**config.mk**
```make
export PLATFORM = sky130hd
export DESIGN_NAME = reservoir_ctrl_param
export DESIGN_NICKNAME = d
export VERILOG_FILES = /design/src/rtl/reservoir_ctrl_param.sv
export SDC_FILE = /design/constraint.sdc
export NUM_CORES = 1
export LEC_CHECK = 0
export BUFFER_PORTS_ARGS = -buffer_cell sky130_fd_sc_hd__buf_2
export CORE_AREA = 2 2 83 85
export DETAILED_ROUTE_END_ITERATION = 6
export DIE_AREA = 0 0 85 87
export PLACE_DENSITY = 0.75
export SLEW_MARGIN = 10
export SYNTH_ARGS = -nofsm -noshare
export SYNTH_HDL_FRONTEND = slang
export SYNTH_SLANG_ARGS = --single-unit
```
**constraint.sdc**
```tcl
create_clock -name clk -period 5.2 [get_ports clk]
set_input_delay 0.52 -clock clk [delete_from_list [all_inputs] [get_ports clk]]
set_output_delay 0.52 -clock clk [all_outputs]
set_load 0.01 [all_outputs]
```
**src/rtl/reservoir_ctrl_param.sv**
```systemverilog
// Parametrised reservoir controller: integrates rain into a stored level, releases water
// through a turbine under a NORMAL/FLOOD/DROUGHT mode FSM with hysteresis and dwell time.
module reservoir_ctrl_param #(
  parameter int unsigned W          = 8,
  parameter int unsigned CAP        = 200,
  parameter int unsigned INIT_LEVEL = 100,
  parameter int unsigned HIGH       = 150,
  parameter int unsigned LOW        = 40,
  parameter int unsigned HYST       = 10,
  parameter int unsigned BASE_OUT   = 10,
  parameter int unsigned FLOOD_OUT  = 30,
  parameter int unsigned GEN_SHIFT  = 1,
  parameter int unsigned MIN_DWELL  = 4
) (
  input  logic           clk,
  input  logic           rst,
  input  logic           rain_valid,
  input  logic [W-1:0]   rain,
  input  logic [W-1:0]   demand,
  output logic [W-1:0]   out,
  output logic [W-1:0]   now,
  output logic [W-1:0]   electric,
  output logic [2*W-1:0] energy_total,
  output logic [1:0]     mode,
  output logic           spill,
  output logic [W-1:0]   spill_amt
);

  localparam logic [1:0] ModeNormal  = 2'd0;
  localparam logic [1:0] ModeFlood   = 2'd1;
  localparam logic [1:0] ModeDrought = 2'd2;

  localparam int unsigned DW = (MIN_DWELL < 1) ? 1 : $clog2(MIN_DWELL + 1);

  localparam logic [W-1:0]  InitLevel   = W'(INIT_LEVEL);
  localparam logic [W-1:0]  CapLevel    = W'(CAP);
  localparam logic [W:0]    CapWide     = (W+1)'(CAP);
  localparam logic [W-1:0]  High        = W'(HIGH);
  localparam logic [W-1:0]  Low         = W'(LOW);
  localparam logic [W-1:0]  FloodExit   = W'(HIGH - HYST);
  localparam logic [W-1:0]  DroughtExit = W'(LOW + HYST);
  localparam logic [W-1:0]  BaseOut     = W'(BASE_OUT);
  localparam logic [W-1:0]  FloodOut    = W'(FLOOD_OUT);
  localparam logic [DW-1:0] MinDwell    = DW'(MIN_DWELL);

  logic [DW-1:0] dwell;
  logic [W-1:0]  req;
  logic [W-1:0]  rel;
  logic [W-1:0]  inflow;
  logic [W-1:0]  gen;
  logic [W:0]    sum;
  logic [2*W:0]  energy_sum;
  logic [1:0]    mode_next;

  always_comb begin
    req = '0;
    case (mode)
      ModeNormal: req = (demand < BaseOut) ? demand : BaseOut;
      ModeFlood:  req = FloodOut;
      default:    req = '0;
    endcase
    // Never release more than is stored, so the level cannot underflow.
    rel        = (req < now) ? req : now;
    inflow     = rain_valid ? rain : '0;
    sum        = {1'b0, now} - {1'b0, rel} + {1'b0, inflow};
    gen        = rel >> GEN_SHIFT;
    energy_sum = {1'b0, energy_total} + {{(W+1){1'b0}}, gen};
  end

  always_comb begin
    mode_next = mode;
    case (mode)
      ModeNormal: begin
        if (now >= High && dwell >= MinDwell) begin
          mode_next = ModeFlood;
        end else if (now <= Low && dwell >= MinDwell) begin
          mode_next = ModeDrought;
        end
      end
      ModeFlood: begin
        if (now < FloodExit) mode_next = ModeNormal;
      end
      ModeDrought: begin
        if (now > DroughtExit) mode_next = ModeNormal;
      end
      default: mode_next = ModeNormal;
    endcase
  end

  always_ff @(posedge clk) begin
    if (rst) begin
      now          <= InitLevel;
      out          <= '0;
      electric     <= '0;
      energy_total <= '0;
      mode         <= ModeNormal;
      dwell        <= '0;
      spill        <= 1'b0;
      spill_amt    <= '0;
    end else begin
      mode <= mode_next;
      if (mode_next != mode) begin
        dwell <= '0;
      end else if (dwell < MinDwell) begin
        dwell <= dwell + DW'(1);
      end
      out          <= rel;
      electric     <= gen;
      energy_total <= energy_sum[2*W] ? '1 : energy_sum[2*W-1:0];
      if (sum > CapWide) begin
        now       <= CapLevel;
        spill     <= 1'b1;
        spill_amt <= W'(sum - CapWide);
      end else begin
        now       <= sum[W-1:0];
        spill     <= 1'b0;
        spill_amt <= '0;
      end
    end
  end

endmodule

```
Word level (Yosys, flattened, before mapping)
Index checks and enable logic that the tools add are counted.
{"block": "op_classes", "addsub": 5, "div_mod_pow": 0, "n_mux": 12, "bitwise": 1, "n_reduce_logical": 6, "n_mul": 0, "n_eq_ne": 3, "shift": 0, "n_lt_le_gt_ge": 9}
{"op": "$mux 8", "count": 4}
{"op": "$add 16x7->17", "count": 1}
{"op": "$mux 16", "count": 1}
{"op": "$pmux 8 s2", "count": 1}
{"op": "$add 9x8->9", "count": 1}
{"op": "$gt 9x8->1 const B", "count": 1}
{"op": "$sub 8x8->9", "count": 1}
{"op": "$ge 8x8->1 const B", "count": 1}
{"op": "$gt 8x6->1 const B", "count": 1}
{"op": "$le 8x6->1 const B", "count": 1}
{"op": "$lt 8x4->1 const B", "count": 1}
{"op": "$lt 8x8->1", "count": 1}
{"op": "$lt 8x8->1 const B", "count": 1}
{"op": "$mux 2", "count": 4}
{"op": "$sub 8x8->8 const B", "count": 1}
{"op": "$pmux 2 s3", "count": 1}
{"op": "$reduce_or 2->1", "count": 3}
{"op": "$add 3x1->3 const B", "count": 1}
{"op": "$ge 3x3->1 const B", "count": 1}
{"op": "$lt 3x3->1 const B", "count": 1}
{"op": "$eq 2x1->1 const B", "count": 1}
{"op": "$eq 2x2->1 const B", "count": 1}
{"op": "$logic_and 1x1->1", "count": 2}
{"op": "$logic_not 2->1", "count": 1}
{"op": "3 further kinds", "count": 3}
{"block": "word_totals", "inputBits": 19, "latch_bits": 0, "mem_count": 0, "register_bits": 54, "out_inout_bits": 51, "mem_bits_rw": 0, "mem_bits_ro": 0}

Longest topological paths before layout
Gate-level depths: netlist (run 1).
{"block": "logic_depth", "depth_word": 10, "ltp_mapped": 26, "depth_no_buf": 24}

Worst setup path before layout (run 1)
OpenSTA, ideal clock, no wires.
{"block": "synth_timing", "path_type": "input port to flip-flop", "from": "in demand[7]", "to": "reg spill_amt[5]", "setup_time_ps": 146, "path_stages": 22, "path_slack_ps": 160, "t_required_ps": 5054, "n_path_buf": 1, "t_arrival_ps": 4894, "path_cell_list": "nor4_4 -> a31oi_1 -> ha_1 -> nand2_1 -> o31ai_4 -> clkbuf_1 -> nand2_1 -> o31ai_1 -> ha_1 -> inv_1 -> ha_1 -> inv_1 -> fa_1 -> nor2b_1 -> o21ai_0 -> a21oi_1 -> nand2b_1 -> ha_1 -> a31oi_1 -> o211a_1 -> o31ai_1 -> nor2_1"}
{"block": "synth_between", "elab_chain_len": 10}
{"element": "start: declaration", "line_no": "19", "rtl": "input logic [W-1:0] demand,"}
{"element": "$lt 8x4->1", "line_no": "58", "rtl": "ModeNormal: req = (demand < BaseOut) ? demand : BaseOut;"}
{"element": "$mux 8 (*)", "line_no": "58"}
{"element": "$pmux 8 s2 (*)", "line_no": "57", "rtl": "case (mode)"}
{"element": "$lt 8x8->1", "line_no": "63", "rtl": "rel = (req < now) ? req : now;"}
{"element": "$mux 8 (*)", "line_no": "63"}
{"element": "named net rel[0]", "line_no": "48", "rtl": "logic [W-1:0] rel;"}
{"element": "$sub 8x8->9 (*)", "line_no": "65", "rtl": "sum = {1'b0, now} - {1'b0, rel} + {1'b0, inflow};"}
{"element": "$add 9x8->9 (*)", "line_no": "65"}
{"element": "$gt 9x8->1", "line_no": "110", "rtl": "if (sum > CapWide) begin"}
{"element": "$not 1->1 (no source line)"}
{"element": "$reduce_or 2->1 (no source line)"}
{"element": "end signal: assignment", "line_no": "113", "rtl": "spill_amt <= W'(sum - CapWide);"}
{"element": "end: declaration", "line_no": "26", "rtl": "output logic [W-1:0] spill_amt"}
Mark *: on every way through the listed nets, which the timed path passes. The rest lies on a longest branch.
A chain may end at the register's enable or synchronous reset.

Worst setup path after layout (run 1)
{"block": "layout_timing", "from": "reg mode[1]", "to": "reg now[1]"}
{"block": "layout_between", "elab_chain_len": 8}
{"element": "start: declaration", "line_no": "24", "rtl": "output logic [1:0] mode,"}
{"element": "start signal: assignment", "line_no": "96", "rtl": "mode <= ModeNormal;"}
{"element": "start signal: assignment", "line_no": "101", "rtl": "mode <= mode_next;"}
{"element": "$eq 2x1->1 / $logic_not 2->1 (equally long branches)", "line_no": "57"}
{"element": "$pmux 8 s2 (*)", "line_no": "57"}
{"element": "$lt 8x8->1", "line_no": "63"}
{"element": "$mux 8 (*)", "line_no": "63"}
{"element": "named net rel[0]", "line_no": "48"}
{"element": "$sub 8x8->9 (*)", "line_no": "65"}
{"element": "$add 9x8->9 (*)", "line_no": "65"}
{"element": "$gt 9x8->1", "line_no": "110"}
{"element": "$reduce_or 2->1 (no source line)"}
{"element": "end signal: assignment", "line_no": "92", "rtl": "now <= InitLevel;"}
{"element": "end signal: assignment", "line_no": "111", "rtl": "now <= CapLevel;"}
{"element": "end signal: assignment", "line_no": "115", "rtl": "now <= sum[W-1:0];"}
{"element": "end: declaration", "line_no": "21", "rtl": "output logic [W-1:0] now,"}
Marked as above.

==> metrics.yaml, run 1 <==
num_antenna_cells: 0
syn_area_per_cell_sq_um: 8.55
max_freq_mhz: 214
min_period_ns: 4.67
root_buffer: "clkbuf_8"
endpoint: "now[1]$_SDFF_PP0_"
clkTransAtPathRegs_ns: 0.09
leakagePower_uw: 0.00174
pwr-share-seq: 0.231
worst-path-max-fanout: 9
pwr-share-comb: 0.672
synth.yosys.seq_area_share: 0.298
firstDrtPassIters: 4
die_h_um: 87
cp-start-kind: "flop"
clkPwrFrac: 0.097
drv_slew: 0
antenna_found_initial: 0
power_density_nw_per_um2: 658
crit_start: "mode[1]$_SDFF_PP0_"
hp-class: "flop to flop"
synth-edff-count: 0
yosys.area.top_type: "dfxtp_1"
overflow: 0
final_cell_mix: "buf_2, dfxtp_1, inv_1, nor2_1, ha_1"
htree_levels: 2
grt_usage: 0.202
slew_headroom: 0.580
clock_latency_ns: 0.31
cts_setup_buffers: 0
layout-area-overhead-vs-synth_pct: 16.7
gp_congestion: 0.830
peakVddDrop_uv: 647
ys_warn_count: 0
status: "finished, final reports clean"
post-route-util: 0.548
routed_wl_mm: 7.23
port_buffers: 68
start_util: 0.470
grt_pass1_vias: 2612
worst_slew_pin_slew_ns: 0.626
die_area_sq_um: 7400
cts_buffers: 5
num_io_pins: 70
postRouteAntennaNets: 0
total_power_uw: 2370
endpoint_kind: "flop"
ctsResizeCount: 0
drc: 0
yosysTopAreaCellShare: 0.298
die_w_um: 85
swShare: 0.476
cts_tree: "yes"
hold_viol: 0
post-route-period-util: 0.897
reg2reg_to: "now[1]$_SDFF_PP0_"
drtIter0Drc: 216
reg2reg_slack_ns: 0.53
rsz0062_at_grt: "no"
cts_hold_buf: 0
wire_per_inst_um: 14.2
synthFlopType: "dfxtp_1"
dp_hpwl_mm: 5.61
cellInternalPower_uw: 1240
cp.arrival_ns: 4.90
power.net_switching_uw: 1130
fin_nets: 476
fin_tns_setup_ns: 0
via_per_inst: 5.55
synthTopCellsByArea: "dfxtp_1, ha_1, inv_1"
clock_sinks: 46
ys_ff_latch: 46
ys_types: 59
cap_viol_max_count: 0
r2r-start: "mode[1]$_SDFF_PP0_"
fin_skew_ns: 0.0133
mostFrequentLayoutCell: "buf_2"
grt_pass1_wl_mm: 12.0
required_ns: 5.44
grt_max_degree: 27
n_fill_cell: 591
syn-instance-count: 361
syn_area_sq_um: 3090
async_reset_ff_frac: 0
vias: 2827
worstSetupPathType: "flop to flop"
core_sq_um: 6570
drive_above_1_share: 0.247
setup_violations: 0
reg2reg_depth: 24
rows: 30
clk_path_buf_depth: 2
## power groups by stage
stage                     registers (uW)  logic (uW)  clock network (uW)
after floorplan                      570        1150                   0
after global placement               550        1520                   0
after detailed placement             553        1550                   0
after CTS                            546        1560                 238
after global routing                 561        1810                 251
final                                547        1590                 230
## layer usage
metal | routed length, um | part of all wire | track usage
met3 | 414 | 0.057 | 0.0389
met4 | 257 | 0.036 | 0.0938
met1 | 3220 | 0.44 | 0.264
met5 | 0 | 0 | 0
met2 | 3340 | 0.46 | 0.325
## sequential cells by signal (all words and copies together), names as in the netlist
name and count:
spill 1, now 8, mode 2, energy_total 16, spill_amt 8, out 8
dwell 3
## cells in the mapped netlist (2+ instances only)
| library cell | instances |
|---|---|
| nor2b_1 | 5 |
| a21o_1 | 6 |
| o31ai_1 | 3 |
| a21boi_0 | 2 |
| xor2_1 | 6 |
| a21oi_1 | 23 |
| maj3_1 | 3 |
| and3_1 | 6 |
| a311oi_1 | 2 |
| nand4_1 | 3 |
| nand2b_1 | 3 |
| inv_2 | 2 |
| a31o_2 | 5 |
| inv_1 | 35 |
| and2_1 | 12 |
| o21a_1 | 5 |
| nor3b_1 | 6 |
| o21bai_1 | 3 |
| a31oi_1 | 12 |
| mux2i_1 | 4 |
| fa_1 | 4 |
| nand3_1 | 4 |
| nor2_1 | 29 |
| o2111ai_1 | 4 |
| ha_1 | 25 |
| o211a_1 | 5 |
| dfxtp_1 | 46 |
| xnor2_1 | 14 |
| nand2_1 | 20 |
| buf_4 | 9 |
| o21ai_0 | 14 |
| nor3_1 | 7 |
| clkbuf_1 | 8 |
## cells by family after synthesis
kind of cell	Yosys count	share of synthesized area
AO/OA/AOI/OAI	99	0.236
other	1	0.00121
buffers and inverters	55	0.0778
multiplexers	5	0.0178
AND/OR/NAND/NOR	103	0.176
flip-flops	46	0.298
adder cells (fa/ha/maj)	32	0.137
XOR/XNOR	20	0.0567
## worst min-delay path by stage
stage | startpoint | endpoint | cells past startpoint
floorplan | energy_total[9]$_SDFF_PP0_ | energy_total[9]$_SDFF_PP0_ | 1
global placement | energy_total[9]$_SDFF_PP0_ | energy_total[9]$_SDFF_PP0_ | 1
detailed placement | energy_total[9]$_SDFF_PP0_ | energy_total[9]$_SDFF_PP0_ | 1
CTS | energy_total[9]$_SDFF_PP0_ | energy_total[9]$_SDFF_PP0_ | 1
global route | energy_total[9]$_SDFF_PP0_ | energy_total[9]$_SDFF_PP0_ | 1
finish | energy_total[9]$_SDFF_PP0_ | energy_total[9]$_SDFF_PP0_ | 1
## worst max-delay path, cell delays in order (launching register included)
cell and delay, ns:
dfxtp_2 0.42, inv_2 0.10, nand2_2 0.14, inv_2 0.08, ha_1 0.27, and4_1 0.23
nand3b_1 0.09, o211a_1 0.29, o31ai_4 0.12, nand2_1 0.12, o31ai_2 0.09, ha_1 0.28
inv_1 0.06, ha_1 0.16, inv_1 0.06, fa_1 0.39, nor2b_1 0.12, o21ai_0 0.10
a21oi_1 0.18, o21ai_0 0.13, a21boi_0 0.26, o21ai_0 0.13, nor3b_2 0.19, nor3_2 0.35
nor3b_1 0.23
## stage by stage
step / hold WS [ns] / worst slack [ns] / std cells / instance area [sq um]
after detailed placement: 0.477 / -0.0272 / 501 / 3490
after global routing: 0.518 / 0.00503 / 509 / 3600
after floorplan: 0.486 / 0.160 / 364 / 3100
after CTS: 0.497 / 0.163 / 509 / 3580
after global placement: 0.472 / 0.295 / 501 / 3490
final: 0.494 / 0.533 / 509 / 3600
## layout make-up
class	count	area, sq um	share of cell area
clock inverters	2	12.5	0.00347
clock buffers	6	82.6	0.0229
flip-flops and latches	46	922	0.256
well taps	80	100	0.0278
multi-input cells	263	1950	0.542
repair buffers	75	393	0.109
inverters	37	139	0.0386
No activity file was read; power rests on OpenSTA's default activity.
==> run 2: changes to the inputs <==
Settings changed: BUFFER_PORTS_ARGS -buffer_cell sky130_fd_sc_hd__buf_2 to not set, CELL_PAD_IN_SITES_DETAIL_PLACEMENT set to 2, CELL_PAD_IN_SITES_GLOBAL_PLACEMENT set to 2, CORE_AREA 2 2 83 85 to 2 2 99 101, DIE_AREA 0 0 85 87 to 0 0 101 103, DONT_BUFFER_PORTS set to 1, PLACE_DENSITY 0.75 to not set, PLACE_DENSITY_LB_ADDON set to 0.1.
==> run 2 against run 1 <==
Effect of this change: global-route usage is 2.1 points lower; largest power group unchanged; worst hold slack worse by 0.21 ns; via count is 7.1% lower; register-to-register slack worse by 0.08 ns; final cell count is 4.7% lower; largest cell class unchanged; first-iteration DRC count is 79% lower; worst setup slack worse by 0.082 ns; core utilization is 19 points lower; sequential power is 6.0% higher.
==> metrics.yaml, run 2 (same netlist as run 1, synthesis figures left out) <==
hold_path_depth: 1
leakagePower_uw: 0.00146
multiInputGateArea_sq_um: 1950
firstDrtPassIters: 4
grt_pass1_wl_mm: 14.7
cts_tree: "yes"
reg2reg_to: "spill_amt[5]$_SDFF_PP0_"
swShare: 0.488
post-route-util: 0.357
drc: 0
slew_headroom: 0.552
grt_max_degree: 27
mostFrequentLayoutCell: "dfxtp_1"
peakVddDrop_uv: 423
die_w_um: 101
path_cells: "inv_2 -> nand2_2 -> inv_2 -> ha_1 -> and4_1 -> nand3b_1 -> o211a_1 -> o31ai_4 -> o31ai_1 -> ha_1 -> inv_1 -> ha_1 -> inv_1 -> fa_1 -> nor2b_1 -> o21ai_0 -> a21oi_1 -> o21ai_0 -> a21boi_0 -> o21ai_0 -> nor3b_1 -> o31ai_2 -> nor2_1"
core_sq_um: 9460
post-route-period-util: 0.913
vias: 2625
cts_setup_buffers: 0
final_cell_mix: "dfxtp_1, inv_1, nor2_1, ha_1, a21oi_1"
n_fill_cell: 1105
dpl-instance-area_sq_um: 3250
ctsResizeCount: 0
postRouteAntennaNets: 0
min_from: "rst"
cts_buffers: 5
root_buffer: "clkbuf_8"
worst-path-max-fanout: 8
stdcell_area_sq_um: 3380
num_io_pins: 70
grt_usage: 0.181
cap_viol_max_count: 0
cellInternalPower_uw: 1220
die_h_um: 103
die_area_sq_um: 10400
cp.arrival_ns: 4.92
status: "finished, final reports clean"
start_util: 0.326
fin_nets: 416
largest_reg_flops: 16
max_freq_mhz: 211
clock_sinks: 46
grt_pass1_vias: 2753
slowest_delay_ns: 0.51
power.net_switching_uw: 1170
layout-area-overhead-vs-synth_pct: 9.40
routed_wl_mm: 8.91
port_buffers: 0
dp_hpwl_mm: 7.07
rsz0062_at_grt: "yes"
via_per_inst: 5.41
pwr-share-seq: 0.243
regMostFlops: "energy_total"
min_period_ns: 4.75
wire_per_inst_um: 18.4
pwr-share-comb: 0.645
clkTransAtPathRegs_ns: 0.09
antenna_found_initial: 2
clk_path_buf_depth: 2
slowest_stage: "o31ai_2"
setup_violations: 0
htree_levels: 2
endpoint_kind: "flop"
seq_area_sq_um: 921
reg2reg_depth: 23
worstSetupPathType: "flop to flop"
drv_slew: 0
holdPathEnd: "energy_total[11]$_SDFF_PP0_"
gp_congestion: 0.791
hp-class: "input pin to flop"
cp-start-kind: "flop"
worst_slew_pin_slew_ns: 0.667
fin_skew_ns: 0.0140
required_ns: 5.37
drive_above_1_share: 0.117
clkPwrFrac: 0.112
power_density_nw_per_um2: 708
cts_hold_buf: 0
rows: 36
r2r-start: "mode[1]$_SDFF_PP0_"
clock_latency_ns: 0.30
overflow: 0
reg2reg_slack_ns: 0.45
hold_viol: 0
drtIter0Drc: 46
[run 2: worst max-delay path by stage]
stage	from	to	cells after the start
global placement	demand[7]	spill_amt[6]$_SDFF_PP0_	21
detailed placement	demand[7]	spill_amt[7]$_SDFF_PP0_	21
CTS	mode[1]$_SDFF_PP0_	spill_amt[5]$_SDFF_PP0_	23
floorplan	demand[7]	spill_amt[5]$_SDFF_PP0_	22
finish	mode[1]$_SDFF_PP0_	spill_amt[5]$_SDFF_PP0_	23
global route	mode[1]$_SDFF_PP0_	spill_amt[5]$_SDFF_PP0_	23
[run 2: power by group through the flow]
| stage | Clock [uW] | Combinational, uW | Sequential [uW] |
|---|---|---|---|
| floorplan | 0 | 1150 | 570 |
| global placement | 0 | 1490 | 588 |
| detailed placement | 0 | 1520 | 589 |
| CTS | 281 | 1550 | 582 |
| global route | 298 | 1770 | 598 |
| finish | 268 | 1540 | 580 |
[run 2: final cells by class]
type	instances	area share
Multi-Input combinational cell	263	0.577
Inverter	37	0.0411
Clock inverter	2	0.0111
Timing Repair Buffer	15	0.0333
Clock buffer	6	0.0215
Antenna cell	2	0.00148
Sequential cell	46	0.273
Tap cell	114	0.0422
[run 2: per-layer routing]
| layer | share of wire | GRT usage | up-vias |
|---|---|---|---|
| met3 | 0.040 | 0.0454 | 4 |
| met2 | 0.49 | 0.312 | 42 |
| met1 | 0.46 | 0.234 | 1299 |
| li1 | - | - | 1280 |
| met5 | 0 | 0 | - |
| met4 | 0.0062 | 0.0291 | 0 |
[run 2: stage by stage]
| step | total power [uW] | hold slack, ns | TNS [ns] | worst slack, ns | instances |
|---|---|---|---|---|---|
| 2_1_floorplan | 1720 | 0.486 | 0 | 0.160 | 364 |
| 3_3_place_gp | 2080 | 0.512 | 0 | 0.261 | 475 |
| 3_5_place_dp | 2110 | 0.526 | 0 | 0.107 | 475 |
| 4_1_cts | 2410 | 0.260 | 0 | 0.149 | 483 |
| 5_1_grt | 2670 | 0.247 | -0.487 | -0.0954 | 484 |
| 6_report | 2390 | 0.279 | 0 | 0.452 | 485 |
[run 2: worst max-delay path, delay by kind of cell, from the launching register on]
family	cells	cell delay, ns
adders and majority gates	4	1.11
buffers and inverters	4	0.25
AOI/OAI and AO/OA	9	2.03
and+or+nand+nor	6	0.88
DFF	1	0.35
==> run 3: changes to the inputs <==
Settings changed: MAX_ROUTING_LAYER set to met4.
==> run 3 against run 2 <==
Effect of this change: global-route usage increased by 0.58 points; sequential share of layout area unchanged; worst hold slack about the same; clock power about the same; routed wire length about the same; critical path depth unchanged; combinational power about the same; via count decreased by 0.34%; count of clock-buffer cells in the layout unchanged.
==> metrics.yaml, run 3 (same netlist as run 1, synthesis figures left out) <==
status: "finished, final reports clean"
firstDrtPassIters: 4
final_cell_mix: "dfxtp_1, inv_1, nor2_1, ha_1, a21oi_1"
worst_slew_pin_slew_ns: 0.668
endpoint_kind: "flop"
drc: 0
rows: 36
max_freq_mhz: 211
path_cells: "inv_2 -> nand2_2 -> inv_2 -> ha_1 -> and4_1 -> nand3b_1 -> o211a_1 -> o31ai_4 -> o31ai_1 -> ha_1 -> inv_1 -> ha_1 -> inv_1 -> fa_1 -> nor2b_1 -> o21ai_0 -> a21oi_1 -> o21ai_0 -> a21boi_0 -> o21ai_0 -> nor3b_1 -> o31ai_2 -> nor2_1"
fin_tns_setup_ns: 0
fin_skew_ns: 0.0137
die_area_sq_um: 10400
grt_pass1_wl_mm: 14.7
layout-area-overhead-vs-synth_pct: 9.40
required_ns: 5.37
root_buffer: "clkbuf_8"
total_power_uw: 2390
wire_per_inst_um: 18.4
fin_nets: 416
clkTransAtPathRegs_ns: 0.09
worstSetupPathType: "flop to flop"
worst-path-max-fanout: 8
grt_pass1_vias: 2753
post-route-period-util: 0.913
cts_buffers: 5
setup_violations: 0
placed_cells: 475
die_w_um: 101
rsz0062_at_grt: "yes"
routed_wl_mm: 8.92
cts_setup_buffers: 0
dp_hpwl_mm: 7.07
clock_latency_ns: 0.30
cp-start-kind: "flop"
num_io_pins: 70
grt_usage: 0.187
die_h_um: 103
drive_above_1_share: 0.117
clk_path_buf_depth: 2
hold_slack_ns: 0.280
via_per_inst: 5.39
instances_no_fill: 485
drtIter0Drc: 54
power_density_nw_per_um2: 707
slowest_stage: "o31ai_2"
peakVddDrop_uv: 420
regMostFlops: "energy_total"
gp_congestion: 0.802
drv_slew: 0
start_util: 0.326
slew_headroom: 0.551
ctsResizeCount: 0
cp.arrival_ns: 4.92
grt_max_degree: 27
slowest_delay_ns: 0.51
htree_levels: 2
cap_viol_max_count: 0
cts_hold_buf: 0
hp-class: "input pin to flop"
antenna_found_initial: 2
core_sq_um: 9460
largest_reg_flops: 16
port_buffers: 0
leakagePower_uw: 0.00146
clock_sinks: 46
cts_tree: "yes"
cp_top_family: "compound AO/OA/AOI/OAI gates"
worst-path-buf-inv: 4
postRouteAntennaNets: 0
mostFrequentLayoutCell: "dfxtp_1"
overflow: 0
vias: 2616
hold_viol: 0
min_period_ns: 4.75
run 3: path summary, 6_finish.rpt:
kind                                                 start                          end  slack, ns  depth (start not counted)
worst max-delay path                    mode[1]$_SDFF_PP0_      spill_amt[5]$_SDFF_PP0_       0.45                         23
worst min-delay path                                   rst  energy_total[11]$_SDFF_PP0_       0.28                          1
worst max register to register          mode[1]$_SDFF_PP0_      spill_amt[5]$_SDFF_PP0_       0.45                         23
worst min register to register  energy_total[9]$_SDFF_PP0_   energy_total[9]$_SDFF_PP0_       0.54                          1
run 3: power breakdown:
| part | internal, uW | total [uW] | switching (uW) | leakage, uW |
|---|---|---|---|---|
| Sequential | 458 | 580 | 123 | 0.000378 |
| Combinational | 622 | 1540 | 918 | 0.00103 |
| Clock | 144 | 268 | 124 | 0.0000514 |
run 3: metal layers:
layer | up-vias | track usage | routed length [um]
li1 | 1277 | - | -
met1 | 1289 | 0.237 | 4160
met2 | 46 | 0.311 | 4360
met3 | 4 | 0.0427 | 348
met4 | 0 | 0.0291 | 44
met5 | - | - | 0
run 3: area by class of cell:
| cell class | count | area [sq um] |
|---|---|---|
| Fill cell | 1106 | 6080 |
| Multi-Input combinational cell | 263 | 1950 |
| Sequential cell | 46 | 921 |
| Tap cell | 114 | 143 |
| Inverter | 37 | 139 |
| Timing Repair Buffer | 15 | 113 |
| Clock buffer | 6 | 72.6 |
| Clock inverter | 2 | 37.5 |
| Antenna cell | 2 | 5.00 |
run 3: stage by stage:
stage	area (sq um)	worst slack, ns	utilization
finish	3380	0.450	0.357
floorplan	3100	0.160	-
global route	3380	-0.0926	0.357
CTS	3360	0.149	0.355
global placement	3250	0.261	0.344
detailed placement	3250	0.107	0.344
